## config.mk

```make
export PLATFORM = sky130hd
export DESIGN_NAME = ahbl_apb_bridge
export DESIGN_NICKNAME = d
export VERILOG_FILES = /design/src/rtl/ahbl_apb_bridge.sv
export SDC_FILE = /design/constraint.sdc
export NUM_CORES = 1
export LEC_CHECK = 0
export ABC_AREA = 1
export CORE_ASPECT_RATIO = 1.4
export CORE_MARGIN = 2
export CORE_UTILIZATION = 43
export CTS_BUF_LIST = sky130_fd_sc_hd__clkbuf_8
export DETAILED_ROUTE_END_ITERATION = 16
export PLACE_DENSITY = 0.83
export SYNTH_ARGS = -nofsm -noshare
export SYNTH_HDL_FRONTEND = slang
export SYNTH_SLANG_ARGS = --single-unit
```

## constraint.sdc

```tcl
create_clock -name HCLK -period 2.1 [get_ports HCLK]
set_input_delay 0.42 -clock HCLK [delete_from_list [all_inputs] [get_ports HCLK]]
set_output_delay 0.42 -clock HCLK [all_outputs]
set_load 0.01 [all_outputs]
```

## src/rtl/ahbl_apb_bridge.sv

```systemverilog
// AHB-Lite slave to APB3 master bridge: each accepted AHB transfer becomes one APB SETUP/ACCESS
// cycle; bad decodes, PSLVERR and PREADY timeouts return a two-cycle AHB ERROR.
module ahbl_apb_bridge #(
  parameter int NUM_SLAVES = 16,
  parameter int SEL_LSB    = 8,
  parameter int PADDR_W    = 8,
  parameter int TIMEOUT    = 255
) (
  input  logic                  HCLK,
  input  logic                  HRESETN,
  input  logic                  HSEL,
  input  logic [31:0]           HADDR,
  input  logic [1:0]            HTRANS,
  input  logic                  HWRITE,
  input  logic [2:0]            HSIZE,
  input  logic [31:0]           HWDATA,
  input  logic                  HREADY,
  output logic                  HREADYOUT,
  output logic                  HRESP,
  output logic [31:0]           HRDATA,
  output logic [NUM_SLAVES-1:0] PSEL,
  output logic [PADDR_W-1:0]    PADDR,
  output logic                  PENABLE,
  output logic                  PWRITE,
  output logic [31:0]           PWDATA,
  input  logic [31:0]           PRDATA,
  input  logic                  PREADY,
  input  logic                  PSLVERR
);

  typedef enum logic [2:0] {
    IDLE   = 3'd0,
    WLATCH = 3'd1,
    SETUP  = 3'd2,
    ACCESS = 3'd3,
    DONE   = 3'd4,
    ERR1   = 3'd5,
    ERR2   = 3'd6
  } state_t;

  localparam int CNT_W = 8;
  localparam logic [CNT_W-1:0] CNT_MAX = {CNT_W{1'b1}};
  localparam logic [CNT_W-1:0] TO_VAL  = CNT_W'(TIMEOUT);

  state_t                  state;
  state_t                  state_nxt;
  logic [3:0]              idx;
  logic [3:0]              addr_idx;
  logic [3:0]              sel_idx;
  logic                    bad_idx;
  logic                    sample_pt;
  logic                    take;
  logic                    timed_out;
  logic [CNT_W-1:0]        count;
  logic [NUM_SLAVES-1:0]   psel_nxt;
  logic                    unused;

  assign addr_idx  = HADDR[SEL_LSB+3:SEL_LSB];
  assign bad_idx   = ({1'b0, addr_idx} >= 5'(NUM_SLAVES));
  // The error fires in the ACCESS cycle where count already equals TIMEOUT with PREADY still low.
  assign timed_out = (TIMEOUT != 0) && (count == TO_VAL);
  assign unused    = ^{HSIZE, HTRANS[0], HADDR};

  // Accept decode, next-state logic and next PSEL vector.
  always_comb begin
    sample_pt = 1'b0;
    state_nxt = state;
    psel_nxt  = {NUM_SLAVES{1'b0}};
    case (state)
      IDLE, DONE, ERR2: sample_pt = 1'b1;
      default:          sample_pt = 1'b0;
    endcase
    take    = sample_pt & HSEL & HREADY & HTRANS[1];
    sel_idx = take ? addr_idx : idx;
    case (state)
      IDLE, DONE, ERR2: begin
        if (!take) begin
          state_nxt = IDLE;
        end else if (bad_idx) begin
          state_nxt = ERR1;
        end else if (HWRITE) begin
          state_nxt = WLATCH;
        end else begin
          state_nxt = SETUP;
        end
      end
      WLATCH: state_nxt = SETUP;
      SETUP:  state_nxt = ACCESS;
      ACCESS: begin
        if (PREADY) begin
          state_nxt = PSLVERR ? ERR1 : DONE;
        end else if (timed_out) begin
          state_nxt = ERR1;
        end else begin
          state_nxt = ACCESS;
        end
      end
      ERR1:    state_nxt = ERR2;
      default: state_nxt = IDLE;
    endcase
    for (int i = 0; i < NUM_SLAVES; i++) begin
      if (((state_nxt == SETUP) || (state_nxt == ACCESS)) && (sel_idx == 4'(i))) begin
        psel_nxt[i] = 1'b1;
      end else begin
        psel_nxt[i] = 1'b0;
      end
    end
  end

  // State register plus outputs registered from the next state so they are glitch-free.
  always_ff @(posedge HCLK or negedge HRESETN) begin
    if (!HRESETN) begin
      state     <= IDLE;
      HREADYOUT <= 1'b1;
      HRESP     <= 1'b0;
      PSEL      <= {NUM_SLAVES{1'b0}};
      PENABLE   <= 1'b0;
      PWRITE    <= 1'b0;
      PADDR     <= {PADDR_W{1'b0}};
      idx       <= 4'd0;
    end else begin
      state     <= state_nxt;
      HREADYOUT <= (state_nxt == IDLE) || (state_nxt == DONE) || (state_nxt == ERR2);
      HRESP     <= (state_nxt == ERR1) || (state_nxt == ERR2);
      PSEL      <= psel_nxt;
      PENABLE   <= (state_nxt == ACCESS);
      if (take) begin
        PADDR  <= HADDR[PADDR_W-1:0];
        PWRITE <= HWRITE;
        idx    <= addr_idx;
      end
    end
  end

  // Write data capture, read data return and the saturating ACCESS wait counter.
  always_ff @(posedge HCLK or negedge HRESETN) begin
    if (!HRESETN) begin
      PWDATA <= 32'd0;
      HRDATA <= 32'd0;
      count  <= {CNT_W{1'b0}};
    end else begin
      if (state == WLATCH) begin
        PWDATA <= HWDATA;
      end
      if ((state == ACCESS) && PREADY && !PSLVERR && !PWRITE) begin
        HRDATA <= PRDATA;
      end
      if (state_nxt == SETUP) begin
        count <= {CNT_W{1'b0}};
      end else if ((state == ACCESS) && !PREADY && (count != CNT_MAX)) begin
        count <= count + CNT_W'(1);
      end
    end
  end

endmodule

```

==> impl_metrics.py, run 1 <==
metrics = {
    "outcome": {
        "status": "finished clean",
    },
    "timing": {
        "finalSetupTns_ns": 0,
        "rsz0062_at_grt": "false",
        "fmax_ghz": 0.5352,
        "period_needed_ns": 1.868,
        "worst_pin_slew_ns": 0.5680,
        "drv_slew": 0,
        "finClkSkew_ns": 0.01214,
        "finalCritPeriodShare_pct": 88.97,
        "hold_viol_final": 0,
        "setup_viol": 0,
        "slew_headroom_pct": 62.13,
    },
    "synth": {
        "synthTopCellsByCount": "dfrtp_1 (106), nand2_1 (91), mux2_2 (64)",
        "yosysMostFrequentCell": "dfrtp_1",
        "syn_area_per_cell_um2": 11.43,
        "syn-cell-area_um2": 4310,
        "synth_edf_count": 0,
        "synth-warning-count": 0,
        "seq_area_frac_synth_pct": 62.15,
        "yosysTopAreaCell": "dfrtp_1",
        "synth_ff_type": "dfrtp_1",
        "async_reset_ff_share_pct": 100.0,
        "syn-num-nets": 486,
        "synth_cell_type_count": 26,
        "synth_seq_cells": 107,
        "synth.area.top_cells": "dfrtp_1 (62%), mux2_2 (17%), nand2_1 (7.9%)",
        "synth_cells": 377,
        "synth_top_area_share_pct": 61.54,
    },
    "clock_tree": {
        "numCtsBuffers": 9,
        "hold_buffers": 0,
        "cts_sinks": 107,
        "clockBufferDepth": 2,
        "insertion_delay_ns": 0.36,
        "cts_tree": "yes",
        "cts_root_buffer": "clkbuf_8",
        "htreeDepth": 3,
        "cts_setup_buffers": 0,
        "ctsResizeCount": 0,
        "clk_pin_slew_ns": 0.10,
    },
    "global_routing": {
        "grt_use_met1_pct": 20.51,
        "grt_usage_pct": 18.18,
        "grt_pass1_wl_mm": 15.29,
        "antenna_found_initial": 0,
        "met3_usage_pct": 4.707,
        "met2_usage_pct": 32.42,
        "grt_pass1_vias": 3369,
        "grt_overflow_total": 0,
        "grt_busiest_layer": "met2",
        "grt_max_degree": 108,
    },
    "critical_path": {
        "path_cells": "clkdlybuf4s50_1",
        "end_kind": "primary output",
        "startpoint_type": "register",
        "worstPathRequired_ns": 1.68,
        "path_buf_inv": 1,
        "cp_top_family": "buffers and inverters",
        "cp_slowest_cell": "clkdlybuf4s50_1",
        "path_class": "register to primary output",
        "crit_arrival_ns": 1.45,
        "cpPeakStageDelay_ns": 0.56,
        "worstPathMaxFanout": 1,
    },
    "floorplanning": {
        "die_w_um": 88.62,
        "ios": 200,
        "row_count": 43,
        "die_h_um": 122.5,
        "dieArea_um2": 10850,
        "initial_core_util_pct": 43.78,
        "coreArea_um2": 9846,
    },
    "place": {
        "dp.final_hpwl_mm": 7.300,
        "place.gp.congestion": 0.8289,
        "place.port_buffers": 175,
    },
    "final_layout": {
        "diodes": 0,
        "syn_to_final_growth_pct": 49.23,
        "fin_nets": 671,
        "final_util_pct": 65.33,
        "drive_above_1_share_pct": 17.99,
    },
    "pwr": {
        "worst_ir_drop_vdd_uv": 724.0,
        "p_leak_uw": 0.002896,
        "p_per_area_nw_per_um2": 1345,
    },
    "routing": {
        "via_per_inst": 4.634,
        "vias": 3253,
        "drc": 0,
        "wl_mm": 9.737,
        "drtIter0Drc": 81,
        "first_pass_iters": 5,
        "avgRoutedWirePerCell_um": 13.87,
        "detail-route-antenna-nets": 0,
    },
    "run": {
        "cap_violations": 0,
    },
    "worst_hold_path": {
        "min_path_type": "input port to asynchronous set/reset pin",
    },
}
per-stage QoR:
step	power (uW)	std cells	area [um2]	hold slack, ns	worst slack (ns)
after floorplan	5394	377	4310	0.1244	0.5706
after global placement	7433	686	6254	0.4525	0.1392
after detailed placement	7608	686	6254	0.4612	0.1108
after CTS	8750	702	6432	0.1234	0.1999
after global routing	9217	702	6432	0.1334	0.1591
final	8651	702	6432	0.09370	0.2316
final timing paths:
check                      startpoint    endpoint  slack [ns]  cells past startpoint
min reg2reg                  PADDR[4]    PADDR[4]        0.48                      2
min                           HRESETN  PWDATA[13]        0.09                      2
max reg2reg                  count[0]    count[1]        0.34                      9
max                         HREADYOUT   HREADYOUT        0.23                      1
min in group HCLK            PADDR[4]    PADDR[4]        0.48                      2
max in group asynchronous     HRESETN  HRDATA[11]        1.56                      2
final cells by class:
cell class	count	area [um2]
repair buffers	183	1834
well taps	135	168.9
clock inverters	6	41.29
clock buffers	10	137.6
fillers	766	3413
flip-flops and latches	107	2679
inverters	27	101.3
multi-input cells	234	1470
cells in the final DEF, fill, tap and decap left out, types with 2 or more instances in the layout:
cell type,n
nor2_4,2
inv_1,28
clkinv_4,2
nor2_2,2
nor2_1,47
o21ai_0,3
clkbuf_8,10
nand4_1,2
nand2_1,91
buf_4,7
nand2_2,5
dfrtp_1,106
mux2_2,64
buf_12,2
o21bai_1,2
clkdlybuf4s50_1,174
nand3_1,7
worst reg2reg max path: stages, from the launching register on:
cell and delay [ns]:
dfrtp_1 0.43, ha_1 0.26, inv_1 0.10, nor2_1 0.05, nand2_1 0.14, nand2_2 0.16
nand3_4 0.14, nand2_1 0.09, nor2_4 0.21, nor2_1 0.09
metal layers:
metal,vias to the layer above,wire (um)
met5,-,0
met4,0,186
met3,12,695
met2,127,5055
met1,1541,3800
li1,1573,-
state kept, by name (all words and copies together) (netlist names):
| name | flops |
|---|---|
| PSEL | 16 |
| idx | 4 |
| HRDATA | 32 |
| HREADYOUT | 1 |
| PADDR | 8 |
| PWDATA | 32 |
| PENABLE | 1 |
| count | 8 |
| PWRITE | 1 |
| state | 3 |
| HRESP | 1 |
power by group:
group / leakage, uW / internal, uW / total, uW / switching (uW)
registers: 0.00134 / 2940 / 3380 / 437
clock network: 0.0000955 / 464 / 1140 / 671
logic: 0.00147 / 2370 / 4140 / 1760
total: 0.00290 / 5780 / 8650 / 2870
cell families after synthesis:
logic type | share of synthesized area [%]
flip-flops | 62.15
buffers and inverters | 3.744
adder cells (fa/ha/maj) | 0.2902
AND/OR/NAND/NOR | 15.91
multiplexers | 16.72
XOR/XNOR | 0.2032
AO/OA/AOI/OAI | 0.9867
Note: power is estimated with default switching activity, not from simulation.
==> inputs of run 2 (changes only) <==
Clock period 2.1 ns to 1.8 ns, I/O delays scaled along.
==> run 2 against run 1 <==
  * Die area unchanged
  * Largest power group unchanged
  * Final area increased by 1.6%
  * Critical endpoint is now HRDATA[12]
  * First-iteration DRC count increased by 27%
==> impl_metrics.py, run 2 (same netlist as run 1, synthesis figures left out) <==
metrics = {
    "final_layout": {
        "fin_nets": 678,
        "mostFrequentLayoutCell": "clkdlybuf4s50_1",
        "reg.largest.list": "HRDATA: 32 flops, PWDATA: 32 flops, PSEL: 16 flops",
        "final_area_um2": 6533,
        "final_cell_mix": "clkdlybuf4s50_1 (173), dfrtp_1 (106), nand2_1 (90), mux2_2 (64), nor2_1 (47)",
        "syn_to_final_growth_pct": 51.55,
        "final_util_pct": 66.35,
        "diodes": 0,
        "drive_above_1_share_pct": 19.69,
    },
    "critical_path": {
        "path_class": "register to primary output",
        "crit_arrival_ns": 1.32,
        "worstPathMaxFanout": 2,
        "startpoint_type": "register",
        "crit_path_start": "HRDATA[12]",
        "r2r_slack_ns": 0.16,
        "regToRegStartpoint": "count[0]",
        "path_buf_inv": 1,
        "reg2reg_depth": 10,
        "worstPathRequired_ns": 1.44,
        "cpPeakStageDelay_ns": 0.55,
        "cp_slowest_cell": "clkdlybuf4s50_1",
        "end_kind": "primary output",
        "cp_top_family": "buffers and inverters",
        "regToRegEndpoint": "PSEL[3]",
        "path_cells": "clkdlybuf4s50_1",
    },
    "clock_tree": {
        "insertion_delay_ns": 0.37,
        "numCtsBuffers": 9,
        "cts_tree": "yes",
        "htreeDepth": 3,
        "clk_pin_slew_ns": 0.10,
        "cts_sinks": 107,
        "clockBufferDepth": 2,
        "cts_root_buffer": "clkbuf_8",
    },
    "global_routing": {
        "antenna_found_initial": 0,
        "grt_pass1_wl_mm": 16.08,
        "grt_usage_pct": 19.19,
        "grt_pass1_vias": 3399,
        "grt_overflow_total": 0,
        "grt_max_degree": 54,
    },
    "routing": {
        "first_pass_iters": 4,
        "detail-route-antenna-nets": 0,
        "avgRoutedWirePerCell_um": 14.51,
        "wl_mm": 10.29,
        "drtIter0Drc": 103,
        "via_per_inst": 4.667,
        "drc": 0,
        "vias": 3309,
    },
    "timing": {
        "period_needed_ns": 1.675,
        "worst_pin_slew_ns": 0.2780,
        "finalCritPeriodShare_pct": 93.07,
        "finClkSkew_ns": 0.01081,
        "drv_slew": 0,
        "slew_headroom_pct": 81.47,
        "rsz0062_at_grt": "false",
        "fmax_ghz": 0.5969,
        "layout_setup_ws_ns": 0.1247,
        "setup_viol": 0,
        "finalSetupTns_ns": 0,
        "hold_viol_final": 0,
    },
    "floorplanning": {
        "ios": 200,
        "initial_core_util_pct": 43.78,
        "dieArea_um2": 10850,
        "row_count": 43,
        "die_w_um": 88.62,
        "coreArea_um2": 9846,
        "die_h_um": 122.5,
    },
    "pwr": {
        "worst_ir_drop_vdd_uv": 874.8,
        "p_per_area_nw_per_um2": 1576,
        "clockPowerShare_pct": 13.5,
        "p_leak_uw": 0.002942,
        "switching_share_pct": 33.48,
        "internal_power_uw": 6849,
        "pwr-share-seq_pct": 38.5,
        "combPwrFrac_pct": 48.0,
        "p_switching_uw": 3447,
        "finalPower_uw": 10300,
    },
    "place": {
        "placed_cell_area_um2": 6309,
        "place.gp.congestion": 0.8623,
        "pre_cts_slack_ns": -0.1139,
        "dp.final_hpwl_mm": 7.955,
        "place.port_buffers": 175,
    },
    "outcome": {
        "status": "finished clean",
    },
    "worst_hold_path": {
        "min_path_type": "input port to asynchronous set/reset pin",
    },
    "run": {
        "cap_violations": 0,
    },
}
## run 2: worst max path at each step
stage / endpoint / slack [ns] / cells after the start
floorplan: PSEL[0] / 0.27 / 11
detailed placement: PSEL[10] / -0.11 / 9
finish: HRDATA[12] / 0.12 / 1
global route: PSEL[11] / 0.03 / 10
global placement: PSEL[13] / -0.08 / 9
CTS: PSEL[3] / 0.08 / 9
## run 2: layout make-up
cell class | count | area (um2)
multi-input combinational | 235 | 1491
tap | 135 | 168.9
clock inverter | 5 | 35.03
clock buffer | 11 | 151.4
sequential | 107 | 2679
inverter | 27 | 101.3
timing repair buffer | 189 | 1906
fill | 742 | 3313
## run 2: per-stage QoR
| stage | std cells | hold WS (ns) |
|---|---|---|
| 6_report | 709 | 0.4136 |
| 5_1_grt | 709 | 0.4224 |
| 4_1_cts | 707 | 0.4148 |
| 3_5_place_dp | 690 | 0.2605 |
| 3_3_place_gp | 690 | 0.2551 |
| 2_1_floorplan | 377 | 0.06441 |
## run 2: worst reg2reg max path: stages, from the launching register on
cell and delay, ns:
dfrtp_1 0.41, ha_2 0.23, inv_1 0.08, nor2_1 0.14, nand2_2 0.11, nand2_1 0.07
nand2_1 0.04, nand2_1 0.16, inv_2 0.11, nand2_4 0.12, nor2_1 0.06
## run 2: power groups by stage
| stage | combinational, uW | sequential, uW | clock [uW] |
|---|---|---|---|
| global route | 5350 | 4090 | 1530 |
| finish | 4950 | 3960 | 1390 |
| detailed placement | 4930 | 4030 | 0 |
| global placement | 4790 | 3940 | 0 |
| floorplan | 1890 | 4400 | 0 |
| CTS | 4930 | 3980 | 1420 |
## run 2: metal layers
| layer | vias up | global-route usage, % | part of all wire (%) | wire length, um |
|---|---|---|---|---|
| met5 | - | 0 | 0 | 0 |
| met4 | 0 | 6.629 | 2.0 | 208 |
| met3 | 17 | 3.968 | 6.0 | 620 |
| met2 | 125 | 34.77 | 53 | 5494 |
| met1 | 1581 | 22.11 | 39 | 3962 |
| li1 | 1586 | - | - | - |
## run 2: timing repair
action | 4_1_cts | 5_1_grt
pin swaps | 0 | 1
buffers inserted | 0 | 1
hold endpoints to repair | 13 | 0
gates resized for setup | 1 | 6
hold buffers | 1 | 0
gates cloned | 0 | 1
endpoints found under the setup margin | 1 | 26
